===== src/rtl/cv32e40p_rst_ctrl.sv =====
// cv32e40p_rst_ctrl: sequences the core's active-low reset and scores masked reset-value checks
module cv32e40p_rst_ctrl #(
  parameter int DUR_W   = 16,
  parameter int MIN_DUR = 2,
  parameter int OBS_W   = 32,
  parameter int CNT_W   = 16
) (
  input  logic             clk_i,
  input  logic             rst_ni,
  input  logic             req_valid_i,
  output logic             req_ready_o,
  input  logic [DUR_W-1:0] req_duration_i,
  output logic             core_rst_no,
  output logic             busy_o,
  output logic             done_o,
  input  logic [OBS_W-1:0] obs_i,
  input  logic [OBS_W-1:0] obs_exp_i,
  input  logic [OBS_W-1:0] obs_mask_i,
  input  logic             clr_cnt_i,
  output logic [CNT_W-1:0] reset_cnt_o,
  output logic [CNT_W-1:0] match_cnt_o,
  output logic [CNT_W-1:0] mismatch_cnt_o
);
  typedef enum logic [1:0] {INIT, IDLE, ASSERT, RELEASE} state_t;
  state_t state, state_n;
  logic [DUR_W-1:0] cnt, cnt_n, dur;
  logic first, first_n, cmp, miss;
  always_comb begin
    dur = req_duration_i < DUR_W'(MIN_DUR) ? DUR_W'(MIN_DUR) : req_duration_i;
    miss = |((obs_i ^ obs_exp_i) & obs_mask_i);
    state_n = state;
    cnt_n = cnt;
    first_n = 1'b0;
    cmp = 1'b0;
    case (state)
      INIT: begin
        state_n = cnt <= DUR_W'(1) ? IDLE : INIT;
        cnt_n = cnt - DUR_W'(1);
      end
      IDLE: begin
        state_n = req_valid_i && req_ready_o ? ASSERT : IDLE;
        cnt_n = dur;
        first_n = req_valid_i && req_ready_o;
      end
      ASSERT: begin
        // the first asserted cycle is skipped while the core's own sync reset takes hold
        cmp = !first;
        state_n = cnt <= DUR_W'(1) ? RELEASE : ASSERT;
        cnt_n = cnt - DUR_W'(1);
      end
      RELEASE: state_n = IDLE;
    endcase
  end
  always_ff @(posedge clk_i) begin
    if (!rst_ni) begin
      state <= INIT;
      cnt <= DUR_W'(MIN_DUR);
      first <= 1'b0;
      core_rst_no <= 1'b0;
      req_ready_o <= 1'b0;
      busy_o <= 1'b1;
      done_o <= 1'b0;
      reset_cnt_o <= '0;
      match_cnt_o <= '0;
      mismatch_cnt_o <= '0;
    end else begin
      state <= state_n;
      cnt <= cnt_n;
      first <= first_n;
      core_rst_no <= state_n == IDLE || state_n == RELEASE;
      req_ready_o <= state_n == IDLE;
      busy_o <= state_n != IDLE;
      done_o <= state_n == RELEASE;
      reset_cnt_o <= clr_cnt_i ? '0 : reset_cnt_o + CNT_W'(state_n == RELEASE && ~&reset_cnt_o);
      match_cnt_o <= clr_cnt_i ? '0 : match_cnt_o + CNT_W'(cmp && !miss && ~&match_cnt_o);
      mismatch_cnt_o <= clr_cnt_i ? '0 : mismatch_cnt_o + CNT_W'(cmp && miss && ~&mismatch_cnt_o);
    end
  end
endmodule

===== config.mk =====
export PLATFORM = sky130hd
export DESIGN_NAME = cv32e40p_rst_ctrl
export DESIGN_NICKNAME = d
export VERILOG_FILES = /design/src/rtl/cv32e40p_rst_ctrl.sv
export SDC_FILE = /design/constraint.sdc
export NUM_CORES = 1
export LEC_CHECK = 0
export BUFFER_PORTS_ARGS = -buffer_cell sky130_fd_sc_hd__buf_2
export CORE_UTILIZATION = 47
export CTS_CLUSTER_DIAMETER = 120
export DETAILED_ROUTE_END_ITERATION = 12
export PLACE_DENSITY = 0.8
export SETUP_SLACK_MARGIN = 0.05
export SYNTH_ARGS = -nofsm -noshare
export SYNTH_HDL_FRONTEND = slang
export SYNTH_SLANG_ARGS = --single-unit

===== constraint.sdc =====
create_clock -name clk_i -period 3.75 [get_ports clk_i]
set_input_delay 0.375 -clock clk_i [delete_from_list [all_inputs] [get_ports clk_i]]
set_output_delay 0.375 -clock clk_i [all_outputs]
set_load 0.05 [all_outputs]

======== Word level (Yosys, flattened, before mapping) ========
Cells that the tools add are included.
storage, ports and cells
  output and inout bits ................... 52
  logic and storage cells ................. 53
  input bits .............................. 116
  flip-flop bits (word level) ............. 71
  memory bits (writable) .................. 0
  memories ................................ 0
  latch bits .............................. 0
  ROM bits ................................ 0
operators by class
  multipliers ............................. 0
  magnitude comparators ................... 2
  equal/unequal tests ..................... 6
  multiplexer cells ....................... 7
  reductions and logical operators ........ 21
  div/mod/pow operators ................... 0
  bitwise operators ....................... 3
  $add $sub $neg .......................... 4
  shifts and indexed selects .............. 0
operator list
  cell                   count
  $add 16x1->16          3
  $reduce_and 16->1      3
  $and 32x32->32         1
  $pmux 16 s2            1
  $reduce_or 32->1       1
  $xor 32x32->32         1
  $le 16x1->1 const B    1
  $lt 16x2->1 const B    1
  $mux 16                1
  $sub 16x1->16 const B  1
  $pmux 2 s4             1
  $eq 2x2->1 const B     3
  $logic_and 1x1->1      6
  $logic_not 1->1        5
  $eq 2x1->1 const B     2
  $reduce_or 2->1        2
  $mux 1                 3
  $logic_not 2->1        1
  $mux 2                 1
  $ne 2x1->1 const B     1
  $reduce_and 2->1       1
  $reduce_bool 2->1      1
  $logic_or 1x1->1       1
  $not 1->1              1

======== Longest topological paths before layout ========
  depth in word-level cells ............... 7
  depth in mapped cells ................... 12
  depth with buffers taken out ............ 12

======== Least setup slack after synthesis ========
Ideal clock, no wire load.
  kind .................................... reg2reg
  from .................................... reg cnt[8]
  to ...................................... reg reset_cnt_o[15]
  buffers on the path ..................... 1
  data required time ...................... 3.679 ns
  arrival ................................. 3.216 ns
  setup slack ............................. 0.464 ns
  setup time .............................. 0.071 ns
  clock period less this slack ............ 3.286 ns
  cell stages (with the launch flop) ...... 12
  path through ............................ dfxtp_1 -> or4_4 -> or4_4 -> or4_4 -> nor3_1 -> ha_1 -> and4_1 -> and2_1 -> clkbuf_1 -> nand2_1 -> or3_1 -> a21oi_1
between the ends
  cells in the longest elaborated chain, start to end .. 6
  elaborated cells on any way between the ends .. 7
  classes of those cells .................. add/sub (1); order compare (1); eq/ne (1); mux (3); reduce/logical (1)
RTL lines
  what                    RTL line  text
  from (decl)             26        logic [DUR_W-1:0] cnt, cnt_n, dur;
  from (signal assigned)  57        cnt <= DUR_W'(MIN_DUR);
  from (signal assigned)  68        cnt <= cnt_n;
  $le 16x1->1 (*)         37, 48
  $mux 1                  37, 48
  $pmux 2 s4 (*)          35        case (state)
  $eq 2x2->1 (*)          74        reset_cnt_o <= clr_cnt_i ? '0 : reset_cnt_o + CNT_W'(state_n == RELEASE && ~&reset_cnt_o);
  $logic_and 1x1->1 (*)   74
  $add 16x1->16 (*)       74
  to (signal assigned)    74
  to (decl)               20        output logic [CNT_W-1:0] reset_cnt_o,
Every way passes the cells marked *; elsewhere a longest branch is shown, timed or not.
A chain may end at the register's enable or synchronous reset.

======== Final worst setup path ========
  from .................................... reg cnt[8]
  to ...................................... reg reset_cnt_o[14]
The elaborated chain is that of the path after synthesis.

==> results.yml <==
worst_setup_path:
  cp.required_ns: 4.02
  regToRegStartpoint: "cnt[8]$_SDFFE_PN0P_"
  worstSetupEndpointType: "register"
  rr_worst_depth: 10
  reg2reg_to: "reset_cnt_o[14]$_SDFF_PP0_"
  crit_type: "register to register"
  startpoint_type: "register"
  cp_max_fo: 7
  arrival_ns: 3.75
  cp_cell_sequence: "or4_4 -> or4_4 -> or4_4 -> nor3_1 -> ha_1 -> ha_1 -> and3_1 -> nand3_2 -> or3_1 -> a21oi_1"
  cpMaxStageDelayCell: "or4_4"
  reg2reg_setup_slack_ns: 0.27
  critical_path.most_common_cell: "or4_4"
  cp_slowest_stage_delay_ns: 0.59
clock_network:
  htreeDepth: 3
  holdBufCountCts: 0
  cts.repair.resized: 0
  cts_setup_buffers: 0
  root_buffer: "clkbuf_8"
  clockBufferDepth: 2
  numCtsBuffers: 9
  path_clk_slew_ns: 0.07
  clock_latency_ns: 0.34
  clkSinkCount: 70
  cts_tree: "built"
floorplanning:
  core_area_um2: 7370
  fp.dieH_um: 89.94
  num_rows: 31
  fp.dieW_um: 89.94
  initial_core_util_pct: 49.32
  dieArea_um2: 8089
  ios: 168
routing:
  viasPerCell: 5.378
  ant_nets: 0
  wl_per_cell_um: 13.90
  drc: 0
  vias: 3743
  drt-total-wl_mm: 9.677
  drt_iter0_markers: 130
  drt_pass1_iterations: 4
placed_design:
  hpwl_mm: 7.581
  gp_congestion: 0.8929
  port_buffers: 167
  dpl_cell_area_um2: 4566
power:
  pwr_density_cell_nw_per_um2: 487.3
  ir_drop_mv: 0.3564
  p_leak_nw: 2.163
logic_synthesis:
  synthFlopType: "dfxtp_1"
  ys_seq_elements: 70
  synth_edf_count: 0
  syn_nets: 548
  yosysSeqAreaShare_pct: 38.55
  ys_types: 40
  yosysWarnings: 0
  syn_area_um2: 3635
  postSynthAreaPerCell_um2: 8.572
  synth_cells: 424
  synth-async-reset-ratio_pct: 0
hold_path:
  min_path_cells: 3
  hp-class: "input port to register"
  holdCritStartpoint: "req_duration_i[8]"
  min_to: "cnt[8]$_SDFFE_PN0P_"
finish:
  seqCellArea_um2: 1401
  final_common_cell: "buf_2"
  final_cell_area_um2: 4818
  final_nets: 716
  multiInputGateArea_um2: 2168
  final_cell_mix: "buf_2, dfxtp_1, nor2_1"
  drive_above_1_share_pct: 32.66
  antenna-diode-count: 0
  fillerInstances: 648
  area_growth_syn_to_layout_pct: 32.56
timing:
  skew_ns: 0.01056
  fin_crit_sh_pct: 92.77
  setup_violations: 0
  period_needed_ns: 3.479
  rsz0062_at_grt: "false"
  fin_setup_tns_ns: 0
  slew_headroom_pct: 50.44
  hold_viol_final: 0
  worstMarginPinSlew_ns: 0.7424
  slew_violations: 0
  timing.fmax_ghz: 0.2875
outcome:
  status: "finished clean"
global_routing:
  antenna_found_initial: 0
  grt_overflow: 0
  grt_max_degree: 43
  grt_pass1_vias: 3755
  grt_usage_pct: 25.06
  grt_pass1_wl_mm: 16.56
job:
  maxCapViolCount: 0
[worst max-delay path by stage]
stage	startpoint	endpoint	slack, ns	cells past startpoint
5_1_grt	cnt[8]$_SDFFE_PN0P_	reset_cnt_o[12]$_SDFF_PP0_	0.07	10
6_report	cnt[8]$_SDFFE_PN0P_	reset_cnt_o[14]$_SDFF_PP0_	0.27	10
3_3_place_gp	cnt[8]$_SDFFE_PN0P_	reset_cnt_o[12]$_SDFF_PP0_	0.34	10
2_1_floorplan	cnt[8]$_SDFFE_PN0P_	reset_cnt_o[15]$_SDFF_PP0_	0.46	11
4_1_cts	cnt[8]$_SDFFE_PN0P_	reset_cnt_o[14]$_SDFF_PP0_	0.23	10
3_5_place_dp	cnt[8]$_SDFFE_PN0P_	reset_cnt_o[14]$_SDFF_PP0_	0.23	10
[per-layer routing]
metal,up-vias,share of wire [%],GRT usage [%]
li1,1855,-,-
met1,1756,43,29.50
met2,122,51,44.55
met4,0,1.3,9.005
met5,-,0,0
met3,10,5.4,5.668
[synth_stat cells (3+ instances only)]
library cell / n / area [um2]
nand2_1: 22 / 82.58
and2_1: 10 / 62.56
o21ai_0: 16 / 80.08
dfxtp_1: 70 / 1401
nand4_1: 17 / 106.4
or3_1: 7 / 43.79
nor4_1: 11 / 68.82
mux2i_1: 3 / 30.03
nor3_1: 16 / 80.08
xnor2_1: 16 / 140.1
a211oi_1: 4 / 30.03
or4_4: 3 / 33.78
a22oi_1: 16 / 120.1
mux2_2: 3 / 33.78
nand2b_1: 3 / 18.77
clkbuf_1: 11 / 41.29
a21oi_1: 17 / 85.08
nor2_1: 57 / 214.0
inv_1: 5 / 18.77
nand3_1: 20 / 100.1
and4_1: 4 / 35.03
o21a_1: 3 / 22.52
ha_1: 8 / 100.1
xor2_1: 56 / 490.5
nor2b_1: 3 / 18.77
and3_1: 6 / 37.54
[cells by family after synthesis]
group | count (synthesis) | share of synthesized area, %
and+or+nand+nor | 183 | 25.78
xor gates and xnor gates | 72 | 17.35
DFF | 70 | 38.55
AOI/OAI and AO/OA | 67 | 11.88
buffers and inverters | 18 | 1.928
adders and majority gates | 8 | 2.754
muxes | 6 | 1.756
[stage by stage]
step	worst slack, ns	cells	hold slack, ns	power, W	util, %
2_1_floorplan	0.4638	424	0.4481	0.001418	-
3_3_place_gp	0.3369	680	0.4653	0.001591	61.95
3_5_place_dp	0.2336	680	0.4743	0.001622	61.95
4_1_cts	0.2265	696	0.2725	0.002366	65.31
5_1_grt	0.07321	696	0.2801	0.002491	65.38
6_report	0.2712	696	0.2915	0.002348	65.38
[state kept, by name, summed over array words and instances (netlist names)]
signal	flops
reset_cnt_o	16
done_o	1
cnt	16
req_ready_o	1
busy_o	1
state	2
match_cnt_o	16
mismatch_cnt_o	16
first	1
[worst max-delay path, delay by kind of cell (launching register included)]
| kind | cells | cell delay (ns) |
|---|---|---|
| DFF | 1 | 0.36 |
| and+or+nand+nor | 7 | 2.51 |
| AOI/OAI and AO/OA | 1 | 0.14 |
| adders and majority gates | 2 | 0.42 |
[where the power goes]
part | switching, W | internal (W) | leakage, nW
logic | 0.000372 | 0.000316 | 1.48
clock network | 0.000273 | 0.000461 | 0.120
registers | 0.000103 | 0.000823 | 0.566
total | 0.000748 | 0.00160 | 2.16
[layout make-up]
cell class                 instances  share of cell area, %
clock buffer                      11                  2.934
clock inverter                     5                  2.207
inverter                           5                 0.3895
multi-input combinational        336                  45.00
sequential                        70                  29.08
tap                               99                  2.571
timing repair buffer             170                  17.81
(Power assumes the default switching activity.)
